### config.mk
export PLATFORM = sky130hd
export DESIGN_NAME = icache
export DESIGN_NICKNAME = d
export VERILOG_FILES = /design/src/rtl/icache.sv
export SDC_FILE = /design/constraint.sdc
export NUM_CORES = 2
export LEC_CHECK = 0
export CELL_PAD_IN_SITES_DETAIL_PLACEMENT = 2
export CELL_PAD_IN_SITES_GLOBAL_PLACEMENT = 2
export CORE_ASPECT_RATIO = 0.6
export CORE_MARGIN = 3
export CORE_UTILIZATION = 51
export CTS_CLUSTER_SIZE = 8
export DETAILED_ROUTE_END_ITERATION = 8
export PLACE_DENSITY = 0.81
export SLEW_MARGIN = 10
export SYNTH_ARGS = -nofsm -noshare
export SYNTH_HDL_FRONTEND = slang
export SYNTH_SLANG_ARGS = --single-unit
### constraint.sdc
create_clock -name clk -period 5.15 [get_ports clk]
set_input_delay 0.515 -clock clk [delete_from_list [all_inputs] [get_ports clk]]
set_output_delay 0.515 -clock clk [all_outputs]
set_load 0.02 [all_outputs]
### src/rtl/icache.sv
// icache: direct-mapped instruction cache, 16 lines x 4 words, zero-latency hit.
// A miss stalls fetch while the line is refilled one word per accepted mem_ack.
// Optional feature macro: ICACHE_PERF_EN (adds hit_count/miss_count outputs).
// Ports:
//   clk, rst             clock, asynchronous active-low reset
//   pc, fetch_en, flush  fetch address, fetch request, invalidate all lines
//   instr, stall         instruction word for pc, fetch not satisfied
//   mem_req, mem_addr    refill word request and word-aligned address
//   mem_ack, mem_rdata   refill word handshake and data
//   hit_count, miss_count (ICACHE_PERF_EN only) saturating performance counters
module icache (
    input  logic        clk,
    input  logic        rst,
    input  logic [31:0] pc,
    input  logic        fetch_en,
    input  logic        flush,
    output logic [31:0] instr,
    output logic        stall,
    output logic        mem_req,
    output logic [31:0] mem_addr,
    input  logic        mem_ack,
    input  logic [31:0] mem_rdata
`ifdef ICACHE_PERF_EN
    ,
    output logic [31:0] hit_count,
    output logic [31:0] miss_count
`endif
);

    localparam int unsigned DATA_W = 32;
    localparam int unsigned LINES  = 16;
    localparam int unsigned WORDS  = 4;
    localparam int unsigned OFF_W  = 2;
    localparam int unsigned IDX_W  = 4;
    localparam int unsigned TAG_W  = 24;
    localparam int unsigned LINE_W = TAG_W + IDX_W;

    typedef enum logic {
        LOOKUP = 1'b0,
        REFILL = 1'b1
    } state_e;

    state_e             state_q;
    logic [OFF_W-1:0]   cnt_q;
    logic [LINE_W-1:0]  line_q;
    logic [LINES-1:0]   valid_q;
    logic               flushed_q;
    logic [DATA_W-1:0]  data_q [LINES][WORDS];
    logic [TAG_W-1:0]   tag_q  [LINES];

    logic [OFF_W-1:0]   pc_off;
    logic [IDX_W-1:0]   pc_idx;
    logic [TAG_W-1:0]   pc_tag;
    logic [IDX_W-1:0]   line_idx;
    logic [TAG_W-1:0]   line_tag;
    logic               hit;
    logic               last_ack;
    logic               unused_pc;

    assign pc_off    = pc[3:2];
    assign pc_idx    = pc[7:4];
    assign pc_tag    = pc[31:8];
    assign line_idx  = line_q[IDX_W-1:0];
    assign line_tag  = line_q[LINE_W-1:IDX_W];
    assign unused_pc = ^pc[1:0];

    // Zero-latency lookup; only meaningful while idle in LOOKUP.
    assign hit      = (state_q == LOOKUP) && valid_q[pc_idx] && (tag_q[pc_idx] == pc_tag);
    assign instr    = data_q[pc_idx][pc_off];
    assign stall    = (state_q != LOOKUP) || (fetch_en && !hit);
    assign last_ack = (state_q == REFILL) && mem_ack && (cnt_q == OFF_W'(WORDS - 1));

    // Refill request decoded from registered state, so reset drops it at once.
    assign mem_req  = (state_q == REFILL);
    assign mem_addr = mem_req ? {line_q, cnt_q, 2'b00} : 32'h0;

    // Control state: FSM, word counter, latched line address, valid bits.
    always_ff @(posedge clk or negedge rst) begin
        if (!rst) begin
            state_q   <= LOOKUP;
            cnt_q     <= '0;
            line_q    <= '0;
            valid_q   <= '0;
            flushed_q <= 1'b0;
        end else begin
            case (state_q)
                LOOKUP: begin
                    if (flush) begin
                        valid_q <= '0;
                    end
                    if (fetch_en && !hit) begin
                        state_q   <= REFILL;
                        line_q    <= pc[31:4];
                        cnt_q     <= '0;
                        flushed_q <= 1'b0;
                    end
                end
                REFILL: begin
                    if (flush) begin
                        valid_q   <= '0;
                        flushed_q <= 1'b1;
                    end
                    if (mem_ack) begin
                        cnt_q <= OFF_W'(cnt_q + OFF_W'(1));
                    end
                    if (last_ack) begin
                        state_q <= LOOKUP;
                        // A flush seen at any point of the refill leaves the line invalid.
                        if (!flushed_q && !flush) begin
                            valid_q[line_idx] <= 1'b1;
                        end
                    end
                end
                default: state_q <= LOOKUP;
            endcase
        end
    end

    // Data and tag arrays carry no reset; valid bits gate their use.
    always_ff @(posedge clk) begin
        if ((state_q == REFILL) && mem_ack) begin
            data_q[line_idx][cnt_q] <= mem_rdata;
        end
        if (last_ack) begin
            tag_q[line_idx] <= line_tag;
        end
    end

`ifdef ICACHE_PERF_EN
    logic [31:0] hit_count_q;
    logic [31:0] miss_count_q;

    // Saturating hit/miss counters.
    always_ff @(posedge clk or negedge rst) begin
        if (!rst) begin
            hit_count_q  <= '0;
            miss_count_q <= '0;
        end else begin
            if (fetch_en && hit && (hit_count_q != 32'hFFFF_FFFF)) begin
                hit_count_q <= hit_count_q + 32'd1;
            end
            if ((state_q == LOOKUP) && fetch_en && !hit && (miss_count_q != 32'hFFFF_FFFF)) begin
                miss_count_q <= miss_count_q + 32'd1;
            end
        end
    end

    assign hit_count  = hit_count_q;
    assign miss_count = miss_count_q;
`endif

endmodule

==> flow_metrics.env, run 1 <==
export IMPL_die_y_um=340.9
export IMPL_die_w_um=564.2
export IMPL_yosysSeqAreaShare_pct=77.85
export IMPL_status="did not finish"
export IMPL_tool_error="[ERROR DPL-0033] detailed placement checks failed during check placement."
export IMPL_yosys_area_top_type="edfxtp_1"
export IMPL_haltStage="detailed placement"
export IMPL_synth_edf_count=2432
export IMPL_yosys_area_top_type_share_pct=76.59
export IMPL_num_rows=122
export IMPL_ys_ff_latch=2480
export IMPL_synth_cell_types=56
export IMPL_start_util_pct=51.50
export IMPL_synth_area_leaders="edfxtp_1 (77%), mux4_2 (18%), dfrtp_1 (1.3%)"
export IMPL_syn_inst=3886
export IMPL_synthArstFlopShare_pct=1.935
export IMPL_synth_ff_type="edfxtp_1"
export IMPL_syn_cell_area_um2=95350
export IMPL_portBuffers=130
export IMPL_dp_hpwl_um=208100
export IMPL_gp_congestion=0.7769
export IMPL_ys_warn_count=0
export IMPL_avgSynthCellArea_um2=24.54
export IMPL_io_pins=135
==> stage by stage <==
stage          hold slack [ns]  setup WS [ns]  area (µm²)
2_1_floorplan           0.2194          1.103       95350
3_3_place_gp            0.4739         0.6163      100800
==> cells in the mapped netlist (15+ instances only) <==
master and number:
clkbuf_1 68, xnor2_1 24, dfrtp_1 48, nor2_1 96, edfxtp_1 2432, and2_1 28, nand2_1 22, mux2i_1 55
mux2_4 28, mux4_2 753, buf_2 74, buf_1 37, xor2_1 16, nand3_1 15, buf_4 19
==> cell families after synthesis <==
family	count (synthesis)	share of synthesized area, %
AO/OA/AOI/OAI	86	0.6561
flip-flops	2480	77.85
other	1	0.003933
buffers and inverters	222	1.140
adder cells (fa/ha/maj)	4	0.05249
XOR/XNOR	40	0.3674
multiplexers	839	18.84
AND/OR/NAND/NOR	214	1.088
==> run 2, diff against run 1 <==
==> config.mk (replaced) <==
export PLATFORM = sky130hd
export DESIGN_NAME = icache
export DESIGN_NICKNAME = d
export VERILOG_FILES = /design/src/rtl/icache.sv
export SDC_FILE = /design/constraint.sdc
export NUM_CORES = 2
export LEC_CHECK = 0
export CORE_MARGIN = 3
export CORE_UTILIZATION = 40
export DETAILED_ROUTE_END_ITERATION = 8
export PLACE_DENSITY_LB_ADDON = 0.15
export SLEW_MARGIN = 10
export SYNTH_ARGS = -nofsm -noshare
export SYNTH_HDL_FRONTEND = slang
export SYNTH_SLANG_ARGS = --single-unit
==> flow_metrics.env, run 2 <==
export IMPL_core_area_um2=236100
export IMPL_setup_violations=0
export IMPL_p_leak_uw=0.03443
export IMPL_drt_iter0_drc=4816
export IMPL_worst_ir_drop_vdd_mv=0.3590
export IMPL_drt_vias_per_instance=5.708
export IMPL_path_max_fanout=2
export IMPL_grt_first_pass_wirelength_um=356100
export IMPL_start_util_pct=40.39
export IMPL_worstPathArrival_ns=4.14
export IMPL_ff2ff_path_depth=4
export IMPL_drtAntennaViolNets=0
export IMPL_netlist_top_cells_count="edfxtp_1 (2432), mux4_2 (753), nor2_1 (96)"
export IMPL_hp_class="primary input to register"
export IMPL_layout_commonest_cell="edfxtp_1"
export IMPL_synth_compound_area_share_pct=0.6561
export IMPL_routed_wl_um=252800
export IMPL_setup_tns_ns=0
export IMPL_maxCapViolations=0
export IMPL_yosys_area_top_type="edfxtp_1"
export IMPL_antenna_found_initial=34
export IMPL_avgSynthCellArea_um2=24.54
export IMPL_power_uw=47140
export IMPL_clock_skew_ns=0.06331
export IMPL_dieArea_um2=244300
export IMPL_synth_area_leaders="edfxtp_1 (77%), mux4_2 (18%), dfrtp_1 (1.3%)"
export IMPL_die_y_um=494.2
export IMPL_clock_latency_ns=0.92
export IMPL_cts_root_buf="clkbuf_16"
export IMPL_synthMuxAreaShare_pct=18.84
export IMPL_tightest_slew_ns=1.244
export IMPL_syn_inst=3886
export IMPL_synthArstFlopShare_pct=1.935
export IMPL_ys_ff_latch=2480
export IMPL_rr_endpoint="data_q[10][0]$_DFFE_PP_"
export IMPL_routedWlPerCell_um=33.04
export IMPL_synthSimpleGateAreaFrac_pct=1.088
export IMPL_final_layout_size_suffix_gt1_share_pct=32.57
export IMPL_r2r_setup_slack_ns=1.64
export IMPL_htreeDepth=5
export IMPL_synth_fa_ha_area_share_pct=0.05249
export IMPL_grt_ovfl_total=0
export IMPL_dp_hpwl_um=138100
export IMPL_fin_crit_ns=4.653
export IMPL_powerDensity_nw_per_um2=426.5
export IMPL_finalCritPeriodShare_pct=90.35
export IMPL_worstHoldStart="mem_rdata[12]"
export IMPL_fmaxAchievable_mhz=214.9
export IMPL_synth_edf_count=2432
export IMPL_fin_nets=4368
export IMPL_route_vias_total=43670
export IMPL_grt_util_all_layers_pct=20.75
export IMPL_cts_sinks=2480
export IMPL_grt_pass1_vias=45340
export IMPL_cts_setup_buffers=0
export IMPL_slew_violations=0
export IMPL_slew_headroom_pct=17.10
export IMPL_status="complete, no violations"
export IMPL_gp_congestion=0.7578
export IMPL_ys_warn_count=0
export IMPL_io_pins=135
export IMPL_reg_top3="data_q (2048), tag_q (384), line_q (28)"
export IMPL_cts_buffers=282
export IMPL_clk_pin_slew_ns=0.06
export IMPL_clock_path_buffers=4
export IMPL_yosys_area_top_type_share_pct=76.59
export IMPL_portBuffers=130
export IMPL_place_ws_ns=0.6067
export IMPL_largest_register="data_q"
export IMPL_timing_rr_start="line_q[3]$_DFFE_PN0P_"
export IMPL_synth_xor_area_share_pct=0.3674
export IMPL_crit_path_start_kind="register"
export IMPL_synth_cell_types=56
export IMPL_end_kind="output pin"
export IMPL_finalHoldViolCount=0
export IMPL_die_w_um=494.2
export IMPL_rsz0062_at_grt="false"
export IMPL_required_ns=4.64
export IMPL_post_route_drc_count=0
export IMPL_whs_path_depth=1
export IMPL_hold_path_endpoint="data_q[13][44]$_DFFE_PP_"
export IMPL_synth_ff_type="edfxtp_1"
export IMPL_grt_max_degree=67
export IMPL_cts_tree="built"
export IMPL_fin_ws_ns=0.4972
export IMPL_yosysMostFrequentCell="edfxtp_1"
export IMPL_largest_reg_flops=2048
export IMPL_synth_top_family_by_area="multiplexers"
export IMPL_first_pass_iters=6
export IMPL_critical_path_class="register to output pin"
export IMPL_yosysSeqAreaShare_pct=77.85
export IMPL_num_rows=178
export IMPL_syn_cell_area_um2=95350
export IMPL_final_cell_mix="edfxtp_1 (2432), mux4_2 (753), clkbuf_16 (291)"
export IMPL_syn_to_final_growth_pct=15.93
==> run 2: worst max-delay path, stage by stage, from the launching register on <==
cell and delay (ns):
edfxtp_1 0.35, mux4_2 0.48, xnor2_1 0.27, a211oi_1 0.15, nor4_1 0.34, buf_4 0.17, o2111ai_1 0.15, a2111oi_4 0.36
a31o_2 0.23, nand2_1 0.11, clkdlybuf4s50_1 0.59
==> run 2: final cells by class <==
type	instances	area, µm²
Clock inverter	117	892.1
Tap cell	3150	3941
Sequential cell	2480	74230
Multi-Input combinational cell	1185	20540
Clock buffer	367	7637
Inverter	12	45.04
Fill cell	19430	125500
Antenna cell	6	15.01
Timing Repair Buffer	334	3234
==> run 2: layer usage <==
layer  track usage [%]  vias up  share of wire [%]
li1                  -    17640                  -
met1             29.63    24370                 43
met2             33.47     1348                 49
met3             3.682      311                5.6
met4             4.892        4                2.1
met5                 0        -              0.011
==> run 2: cell families (layout without fill, tap and decap cells) <==
group                      count (synthesis)  after routing
AOI/OAI and AO/OA                         86             86
xor gates and xnor gates                  40             40
adders and majority gates                  4              4
buffers and inverters                    222            830
DFF                                     2480           2480
muxes                                    839            839
other                                      1              8
and+or+nand+nor                          214            214
==> run 2: timing repair <==
item,in CTS,in global routing
hold buffers,1,0
hold endpoints to repair,48,0
gates resized for setup,0,0
==> run 2: worst max-delay path by stage <==
stage | startpoint | endpoint | depth (start not counted)
after CTS | tag_q[5][5]$_DFFE_PP_ | stall | 10
after global placement | pc[5] | stall | 12
final | tag_q[5][5]$_DFFE_PP_ | stall | 10
after global routing | tag_q[5][5]$_DFFE_PP_ | stall | 10
after detailed placement | pc[4] | instr[8] | 10
after floorplan | mem_req$_DFF_PN0_ | data_q[11][0]$_DFFE_PP_ | 4
==> run 2: where the power goes <==
part	internal, µW	total [µW]	switching [µW]
clock network	11100	18800	7690
registers	23400	24100	678
logic	1680	4310	2640
==> run 2: per-stage QoR <==
| stage | std cells | cell area, µm² | utilization (%) | hold slack (ns) |
|---|---|---|---|---|
| 2_1_floorplan | 3887 | 95350 | - | 0.2194 |
| 3_3_place_gp | 7160 | 102000 | 43.20 | 0.4700 |
| 3_5_place_dp | 7160 | 102000 | 43.20 | 0.4813 |
| 4_1_cts | 7645 | 110500 | 46.82 | 0.1883 |
| 5_1_grt | 7646 | 110500 | 46.82 | 0.1860 |
| 6_report | 7651 | 110500 | 46.82 | 0.2109 |
No activity file was read; power rests on OpenSTA's default activity.
